===== src/rtl/mux_2to1.sv =====
// Parameterised 2-to-1 selector with a combinational output, a registered copy,
// and a saturating counter of sampled select transitions for debug visibility.
module mux_2to1 #(
   parameter int WIDTH = 1,
   parameter int CNT_W = 8
) (
   input  logic             clk,
   input  logic             rst_n,
   input  logic             sel,
   input  logic [WIDTH-1:0] in0,
   input  logic [WIDTH-1:0] in1,
   output logic [WIDTH-1:0] mux_out,
   output logic [WIDTH-1:0] mux_out_q,
   output logic             sel_q,
   output logic [CNT_W-1:0] sel_toggles,
   output logic             inputs_differ
);

   // The conditional operator keeps an unknown select visible as X instead of defaulting to in0.
   assign mux_out       = sel ? in1 : in0;
   assign inputs_differ = |(in0 ^ in1);

   always_ff @(posedge clk or negedge rst_n) begin
      if (!rst_n) begin
         mux_out_q   <= '0;
         sel_q       <= 1'b0;
         sel_toggles <= '0;
      end else begin
         mux_out_q <= mux_out;
         sel_q     <= sel;
         if ((sel != sel_q) && (sel_toggles != {CNT_W{1'b1}}))
            sel_toggles <= sel_toggles + CNT_W'(1);
      end
   end

endmodule


===== config.mk =====
export PLATFORM = sky130hd
export DESIGN_NAME = mux_2to1
export DESIGN_NICKNAME = d
export VERILOG_FILES = /design/src/rtl/mux_2to1.sv
export SDC_FILE = /design/constraint.sdc
export NUM_CORES = 1
export LEC_CHECK = 0
export CAP_MARGIN = 15
export CORE_AREA = 2 2 39 41
export CTS_CLUSTER_SIZE = 12
export DETAILED_ROUTE_END_ITERATION = 10
export DIE_AREA = 0 0 41 43
export GPL_ROUTABILITY_DRIVEN = 1
export GPL_TIMING_DRIVEN = 1
export PLACE_DENSITY = 0.67
export RECOVER_POWER = 25
export SYNTH_ARGS = -nofsm -noshare
export SYNTH_HDL_FRONTEND = slang
export SYNTH_SLANG_ARGS = --single-unit

===== constraint.sdc =====
create_clock -name clk -period 1.7 [get_ports clk]
set_input_delay 0.255 -clock clk [delete_from_list [all_inputs] [get_ports clk]]
set_output_delay 0.255 -clock clk [all_outputs]
set_load 0.03 [all_outputs]

Yosys cells after proc, flatten, opt, wreduce, memory -nomap -nowiden
Cells that the tools add are included.

storage, ports and cells
  word-level logic and storage cells = 9
  output and inout bits = 12
  input bits = 5
  register bits = 10

operators by class
  add/subtract/negate cells = 1
  bitwise operators = 1
  mux-type cells = 1
  equal/unequal tests = 2
  reductions and logical operators = 1

operators by type and width
  cell                   number
  $add A8 B1 Y8 const B  1
  $ne A8 B8 Y1 const B   1
  $logic_and A1 B1 Y1    1
  $mux W1                1
  $ne A1 B1 Y1           1
  $xor A1 B1 Y1          1

Longest topological paths before layout
Gate-level depths: netlist of run 1.

  depth after elaboration = 2
  depth in mapped cells = 4
  gate-level depth less buffers = 4

Least setup slack after synthesis of run 1
Ideal clock, no wire load.

  kind = flip-flop to flip-flop
  start = register sel_toggles[0]
  end = register sel_toggles[1]
  arrival time = 1.466 ns
  stages on the path, launching flop included = 5
  slack = 0.107 ns
  clock period less this slack = 1.593 ns
  buffers on the path = 0
  required time = 1.572 ns
  library setup time = 0.128 ns
  path through = dfrtp_1 -> ha_1 -> nand3_1 -> o21ai_1 -> mux2_1

between the ends
  longest elaborated chain between the ends = 2
  elaborated cells between the ends (all ways) = 3
  classes of those cells = add/sub (1); eq/ne (1); reduce/logical (1)

RTL lines
  what                                                                   RTL line  text
  start: declaration                                                     15        output logic [CNT_W-1:0] sel_toggles,
  start signal: assignment                                               32        sel_toggles <= sel_toggles + CNT_W'(1);
  parallel branches: the longest is 2 deep, another holds $add A8 B1 Y8  -

Parallel ways; which one is timed is not known.
A chain may end at the register's enable or synchronous reset.

Worst setup path after layout of run 1
  start = input sel
  end = output mux_out

between the ends
  longest elaborated chain between the ends = 1

RTL lines
  what                RTL line  text
  start: declaration  9         input logic sel,
  $mux W1             20        assign mux_out = sel ? in1 : in0;
  end: declaration    12        output logic [WIDTH-1:0] mux_out,

No other way between the ends.

==> summary.txt, run 1 <==
Run status
  • Outcome: completed

STA
  • Hold Worst Slack: 0.372 ns
  • Final cycle utilization of the critical path: 0.966
  • Final worst slack: 0.0570 ns
  • Skew final: 0.00588 ns
  • Fin. max-slew vios: 0
  • RSZ-0062 raised after global routing: false
  • Hold Fails Final Rpt: 0
  • Slew @ Worst Pin: 0.527 ns
  • Fmax: 609 MHz
  • Rel. slew slack: 0.646
  • Min cycle time layout: 1.64 ns
  • Setup_tns: 0 ns
  • Final setup violation count: 0

Pwr
  • NetSw: 0.598 mW
  • Maximum vdd drop: 0.772 mV
  • Clk network pwr share: 0.121
  • Power per cell area: 1800 mW/mm^2
  • Leak Pwr: 0.327 nW
  • Flop pwr share: 0.353
  • Comb power frac: 0.526
  • Overall power: 1.32 mW
  • Switching share of power: 0.452
  • Int Power: 0.725 mW

Cells and area
  • # nets final: 73
  • Layout fillers: 134
  • Post-layout util: 0.531
  • Share of layout cells above drive strength 1: 0.200
  • Area grow syn2layout: 49.4%
  • Post-route design area: 734 um^2
  • Antenna cells: 0
  • Final Non-Filler Cells: 81

Global routing
  • First-pass GRT wire length: 1550 um
  • Largest net degree at the start of global routing: 11
  • Initial antenna violation count: 0
  • Vias in the first global route: 353
  • Gr usage total: 0.137
  • GRT overflow: 0

Run
  • Max Cap Viol: 0

Worst setup path
  • CP arrival: 1.39 ns
  • Startpoint types: input port
  • Crit path kind: in -> out
  • Req. time, crit path: 1.44 ns
  • Endpoint class of the critical path: output port
  • CP Max Fanout: 2

Yosys
  • Complex-gate fraction of the synthesized area: 0.115
  • Synth Register Bits: 10
  • Ys flop type: dfrtp_1
  • Largest family of logic cells by synthesized area: simple AND/OR/NAND/NOR gates
  • Post-synth top cells: dfrtp_1 (10), xor2_1 (5), mux2_1 (3), nand3_1 (3)
  • Count leader, synth: dfrtp_1
  • Post-synthesis mux area share: 0.0687
  • Synth Instances: 41
  • Post-synthesis adder-cell area fraction: 0.0254
  • Synth cell types: 18
  • Syn Nets: 47
  • Post-synth top area cell: dfrtp_1
  • Post-Synth Simple-Gate Area: 0.150
  • Asr flop ratio synth: 1.00
  • Xor and xnor area share after synthesis: 0.125
  • Top cells by area, synth: dfrtp_1 (51%), xor2_1 (8.9%), mux2_1 (6.9%), a211oi_2 (5.1%), xnor2_1 (3.6%)
  • Synth top area share: 0.509
  • Synthesized area: 492 um^2
  • EDFF count, synth: 0
  • Sequential area share after synthesis: 0.509
  • Ys Warns: 0
  • Syn_area_per_cell: 12.0 um^2

Place
  • Gpl congestion: 0.697
  • Placed insts: 78
  • Port bufs: 16
  • DP HPWL: 738 um
  • Place WS: -0.253 ns
  • Cell Area, Placed: 707 um^2

Hold path
  • Class of the worst hold path: in -> async

CTS
  • Cts hold-fix bufs: 0
  • Number of clock sinks: 10
  • CTS tree: yes
  • CTS H-tree depth: 1
  • Worst-case clock buffer depth: 2
  • CTS buffer count: 3
  • Clk Latency, worst-skew pair: 0.26 ns
  • Clock tree root buffer cell: clkbuf_4
  • Clock Pin Slew Worst Setup and Hold Paths: 0.06 ns

Detailed routing
  • First drt pass iteration count: 3
  • Drt via density: 4.99
  • DRT antenna net count: 0
  • Initial DRC Count: 4
  • Detailed-route DRC error count: 0
  • Vias: 404
  • Drt wl/cell: 11.8 um
  • Final WL: 954 um

Floorplanning
  • Placeable Area: 0.00138 mm^2
  • Initial Util: 0.355
  • Ports: 17
  • Die H: 43 um
  • Die area: 0.00176 mm^2
  • Site row count: 14
  • Die Span X: 41 um
[routing by layer]
| metal | part of all wire | vias up | GRT usage | wire [um] |
|---|---|---|---|---|
| met5 | 0 | - | 0 | 0 |
| met4 | 0.040 | 0 | 0.120 | 38 |
| met3 | 0.043 | 5 | 0.0314 | 41 |
| met2 | 0.44 | 10 | 0.169 | 415 |
| met1 | 0.48 | 182 | 0.189 | 457 |
| li1 | - | 207 | - | - |
[critical path, cell delays in order]
cell and delay (ns):
clkdlybuf4s50_1 0.50, mux2_1 0.34, clkdlybuf4s15_2 0.29
[cell type report]
class,instances,area [um^2],share of cell area
clock buffers,3,22.5,0.0307
repair buffers,21,200,0.273
multi-input cells,30,238,0.324
inverters,1,3.75,0.00511
flip-flops and latches,10,250,0.341
well taps,16,20.0,0.0273
[cells by family after synthesis]
kind of cell,after synthesis
compound gates,7
simple gates,12
buf+inv,1
flops,10
fa+ha+maj,1
mux,3
xor+xnor,7
[cell usage in the layout (no fill, tap or decap), types with 2 or more instances in the layout]
cell             netlist  final
a211oi_2               2      2
clkbuf_4               0      3
nand3_1                3      3
xnor2_1                2      2
mux2_1                 3      3
nand2_1                2      2
nand4_1                2      2
dlymetal6s2s_1         0      2
xor2_1                 5      5
dfrtp_1               10     10
buf_4                  0      6
a21oi_1                2      2
and3_1                 2      2
clkdlybuf4s50_1        0     10
[worst paths after layout]
path	slack, ns	from	cells past startpoint	end
worst min register to register	0.53	sel_toggles[0]$_DFFE_PN0P_	1	sel_toggles[0]$_DFFE_PN0P_
worst max-delay path	0.06	sel	3	mux_out
worst max register to register	0.24	sel_toggles[0]$_DFFE_PN0P_	4	sel_toggles[1]$_DFFE_PN0P_
worst min-delay path	0.37	rst_n	1	sel_toggles[7]$_DFFE_PN0P_
max in group asynchronous	1.01	rst_n	1	sel_toggles[0]$_DFFE_PN0P_
min in group clk	0.53	sel_toggles[0]$_DFFE_PN0P_	1	sel_toggles[0]$_DFFE_PN0P_
[repair_timing]
item / 4_1_cts / 5_1_grt
resized for setup: 4 / 2
endpoints found under the setup margin: 2 / 2
gates cloned: 0 / 0
hold endpoints to repair: 0 / 0
buffers inserted: 0 / 0
[registers in the layout (all words and copies together) (netlist names)]
register	flops
mux_out_q	1
sel_q	1
sel_toggles	8
[power by group through the flow]
stage / logic, mW / registers, mW / clock network [mW]
finish: 0.697 / 0.467 / 0.160
global route: 0.748 / 0.492 / 0.181
CTS: 0.708 / 0.471 / 0.168
detailed placement: 0.716 / 0.475 / 0
global placement: 0.710 / 0.468 / 0
floorplan: 0.211 / 0.666 / 0
(Power assumes the default switching activity.)
==> run 2: changes to the inputs <==
--- a/config.mk
+++ b/config.mk
@@ -6,13 +6,12 @@
 export NUM_CORES = 1
 export LEC_CHECK = 0
 export CAP_MARGIN = 15
-export CORE_AREA = 2 2 39 41
+export CORE_MARGIN = 2
+export CORE_UTILIZATION = 30
 export CTS_CLUSTER_SIZE = 12
 export DETAILED_ROUTE_END_ITERATION = 10
-export DIE_AREA = 0 0 41 43
 export GPL_ROUTABILITY_DRIVEN = 1
 export GPL_TIMING_DRIVEN = 1
-export PLACE_DENSITY = 0.67
 export RECOVER_POWER = 25
 export SYNTH_ARGS = -nofsm -noshare
 export SYNTH_HDL_FRONTEND = slang
==> summary.txt, run 2 (same netlist as run 1, synthesis figures left out) <==
Worst setup path
  • Worst-path cell chain: clkdlybuf4s50_1
  • CP arrival: 1.37 ns (-0.02 ns)
  • CP max stage cell: clkdlybuf4s50_1
  • Cell count of the worst reg-to-reg path: 4 (unchanged)
  • Startpoint types: register
  • Number of buffers and inverters on the critical path: 1 (-1)
  • Reg2reg end: sel_toggles[1]$_DFFE_PN0P_
  • Crit path kind: reg -> out
  • Worst r2r src: sel_toggles[0]$_DFFE_PN0P_
  • CP delay by family, top: buffers and inverters
  • CP Max Fanout: 6 (+4)
  • Req. time, crit path: 1.44 ns (about the same)
  • FF-to-FF setup slack: 0.20 ns (-0.04 ns)
  • Endpoint class of the critical path: output port
  • CP peak stage delay: 0.70 ns (+0.20 ns)

STA
  • Skew final: 0.00168 ns (-0.00419 ns)
  • Slew @ Worst Pin: 0.555 ns (+0.0280 ns)
  • Setup_tns: 0 ns (unchanged)
  • Rel. slew slack: 0.627 (-0.0188)
  • Fin. max-slew vios: 0 (unchanged)
  • Final cycle utilization of the critical path: 0.955 (-0.0112)
  • Min cycle time layout: 1.62 ns (-0.0191 ns)
  • RSZ-0062 raised after global routing: false
  • Fmax: 616 MHz (+1.2%)
  • Hold Fails Final Rpt: 0 (unchanged)
  • Final worst slack: 0.0761 ns (+0.0191 ns)
  • Final setup violation count: 0 (unchanged)

Global routing
  • First-pass GRT wire length: 1840 um (+19%)
  • GRT overflow: 0 (unchanged)
  • Initial antenna violation count: 0 (unchanged)
  • GR peak layer: met1
  • Largest net degree at the start of global routing: 11 (unchanged)
  • Gr usage total: 0.130 (-0.00653)
  • Vias in the first global route: 406 (+15%)
  • M2 GR Usage: 0.174 (+0.00516)
  • M1 GR Usage: 0.175 (-0.0137)
  • Met3 usage: 0.0408 (+0.00940)

Cells and area
  • Area of the multi-input gates: 238 um^2 (unchanged)
  • Post-route design area: 721 um^2 (-1.9%)
  • Largest registers: sel_toggles x8, mux_out_q x1, sel_q x1
  • Share of layout cells above drive strength 1: 0.188 (-0.0125)
  • Most common cell after layout, fill and taps aside: dfrtp_1
  • Largest Register: sel_toggles
  • Max FFs per register: 8 (unchanged)
  • Register area: 250 um^2 (unchanged)
  • Antenna cells: 0 (unchanged)
  • # nets final: 72 (-1.4%)
  • Area grow syn2layout: 46.6%
  • Most frequent cells in the layout: dfrtp_1 (10), clkdlybuf4s50_1 (9), xor2_1 (5), buf_4 (5)
  • Layout fillers: 139 (+3.7%)
  • Final Non-Filler Cells: 80 (-1.2%)

Hold path
  • Class of the worst hold path: in -> async

CTS
  • Number of clock sinks: 10 (unchanged)
  • CTS H-tree depth: 1 (unchanged)
  • Clock Pin Slew Worst Setup and Hold Paths: 0.06 ns (about the same)
  • Cts hold-fix bufs: 0 (unchanged)
  • Setup Fix Bufs, Post-CTS: 0 (unchanged)
  • # resized after CTS: 2 (-2)
  • Clk Latency, worst-skew pair: 0.26 ns (about the same)
  • CTS tree: yes
  • Worst-case clock buffer depth: 2 (unchanged)
  • Clock tree root buffer cell: clkbuf_4
  • CTS buffer count: 3 (unchanged)

Run
  • Max Cap Viol: 0 (unchanged)

Detailed routing
  • DRT antenna net count: 0 (unchanged)
  • Drt wl/cell: 12.7 um (+7.5%)
  • Final WL: 1010 um (+6.2%)
  • Drt via density: 5.00 (+0.25%)
  • Initial DRC Count: 8 (+4)
  • Detailed-route DRC error count: 0 (unchanged)
  • Vias: 400 (-0.99%)
  • First drt pass iteration count: 4 (+1)

Place
  • Placed insts: 77 (-1.3%)
  • Cell Area, Placed: 699 um^2 (-1.1%)
  • Gpl congestion: 0.690 (-1.1%)
  • DP HPWL: 775 um (+5.0%)
  • Port bufs: 16 (unchanged)
  • Place WS: -0.239 ns (+0.0140 ns)

Floorplanning
  • Die area: 0.00198 mm^2 (+12%)
  • Die H: 44.5 um (+3.5%)
  • Ports: 17 (unchanged)
  • Placeable Area: 0.00152 mm^2 (+10%)
  • Die Span X: 44.5 um (+8.5%)
  • Site row count: 14 (unchanged)
  • Initial Util: 0.323 (-0.0327)

Pwr
  • Maximum vdd drop: 0.798 mV (+3.4%)
  • Power per cell area: 1810 mW/mm^2 (+0.68%)
  • Leak Pwr: 0.322 nW (-1.7%)
  • Overall power: 1.31 mW (-1.2%)

Run status
  • Outcome: completed
[run 2: cell count changes in the layout (fill, tap and decap cells not counted)]
| cell | delta |
|---|---|
| clkbuf_2 | +1 |
| clkdlybuf4s50_1 | -1 |
| buf_4 | -1 |
| clkdlybuf4s15_2 | -1 |
| dlygate4sd3_1 | +1 |
[run 2: area by class of cell]
cell class,instances,area share
Timing Repair Buffer,20,0.259
Clock buffer,3,0.0313
Multi-Input combinational cell,30,0.330
Tap cell,16,0.0278
Sequential cell,10,0.347
Inverter,1,0.00521
[run 2: where the power goes]
group | internal [mW] | leakage [nW] | switching (mW)
Combinational | 0.286 | 0.191 | 0.381
Clock | 0.0815 | 0.0138 | 0.0741
Sequential | 0.341 | 0.117 | 0.144
[run 2: routing by layer]
layer,part of all wire,routed length (um)
met5,0,0
met3,0.076,77
met2,0.44,446
met4,0.0069,7
met1,0.48,482
[run 2: worst register-to-register path, cell delays in order (launching register included)]
cell	delay [ns]
dfrtp_1	0.41
ha_1	0.28
nand3_1	0.13
o21ai_1	0.22
mux2_1	0.34
[run 2: worst max path at each step]
stage                                    start  slack, ns                         end  cells after the start
finish              sel_toggles[4]$_DFFE_PN0P_       0.08              sel_toggles[4]                      1
global placement                           sel      -0.22                     mux_out                      3
global route                               sel       0.01  sel_toggles[5]$_DFFE_PN0P_                      5
CTS                 sel_toggles[7]$_DFFE_PN0P_     0.0006              sel_toggles[7]                      1
detailed placement                         sel      -0.24                     mux_out                      3
floorplan           sel_toggles[0]$_DFFE_PN0P_       0.11  sel_toggles[1]$_DFFE_PN0P_                      4
[run 2: through the flow]
step | utilization | hold slack (ns)
finish | 0.473 | 0.389
global route | 0.473 | 0.413
CTS | 0.472 | 0.331
detailed placement | 0.459 | 0.526
global placement | 0.459 | 0.521
floorplan | - | -0.0406
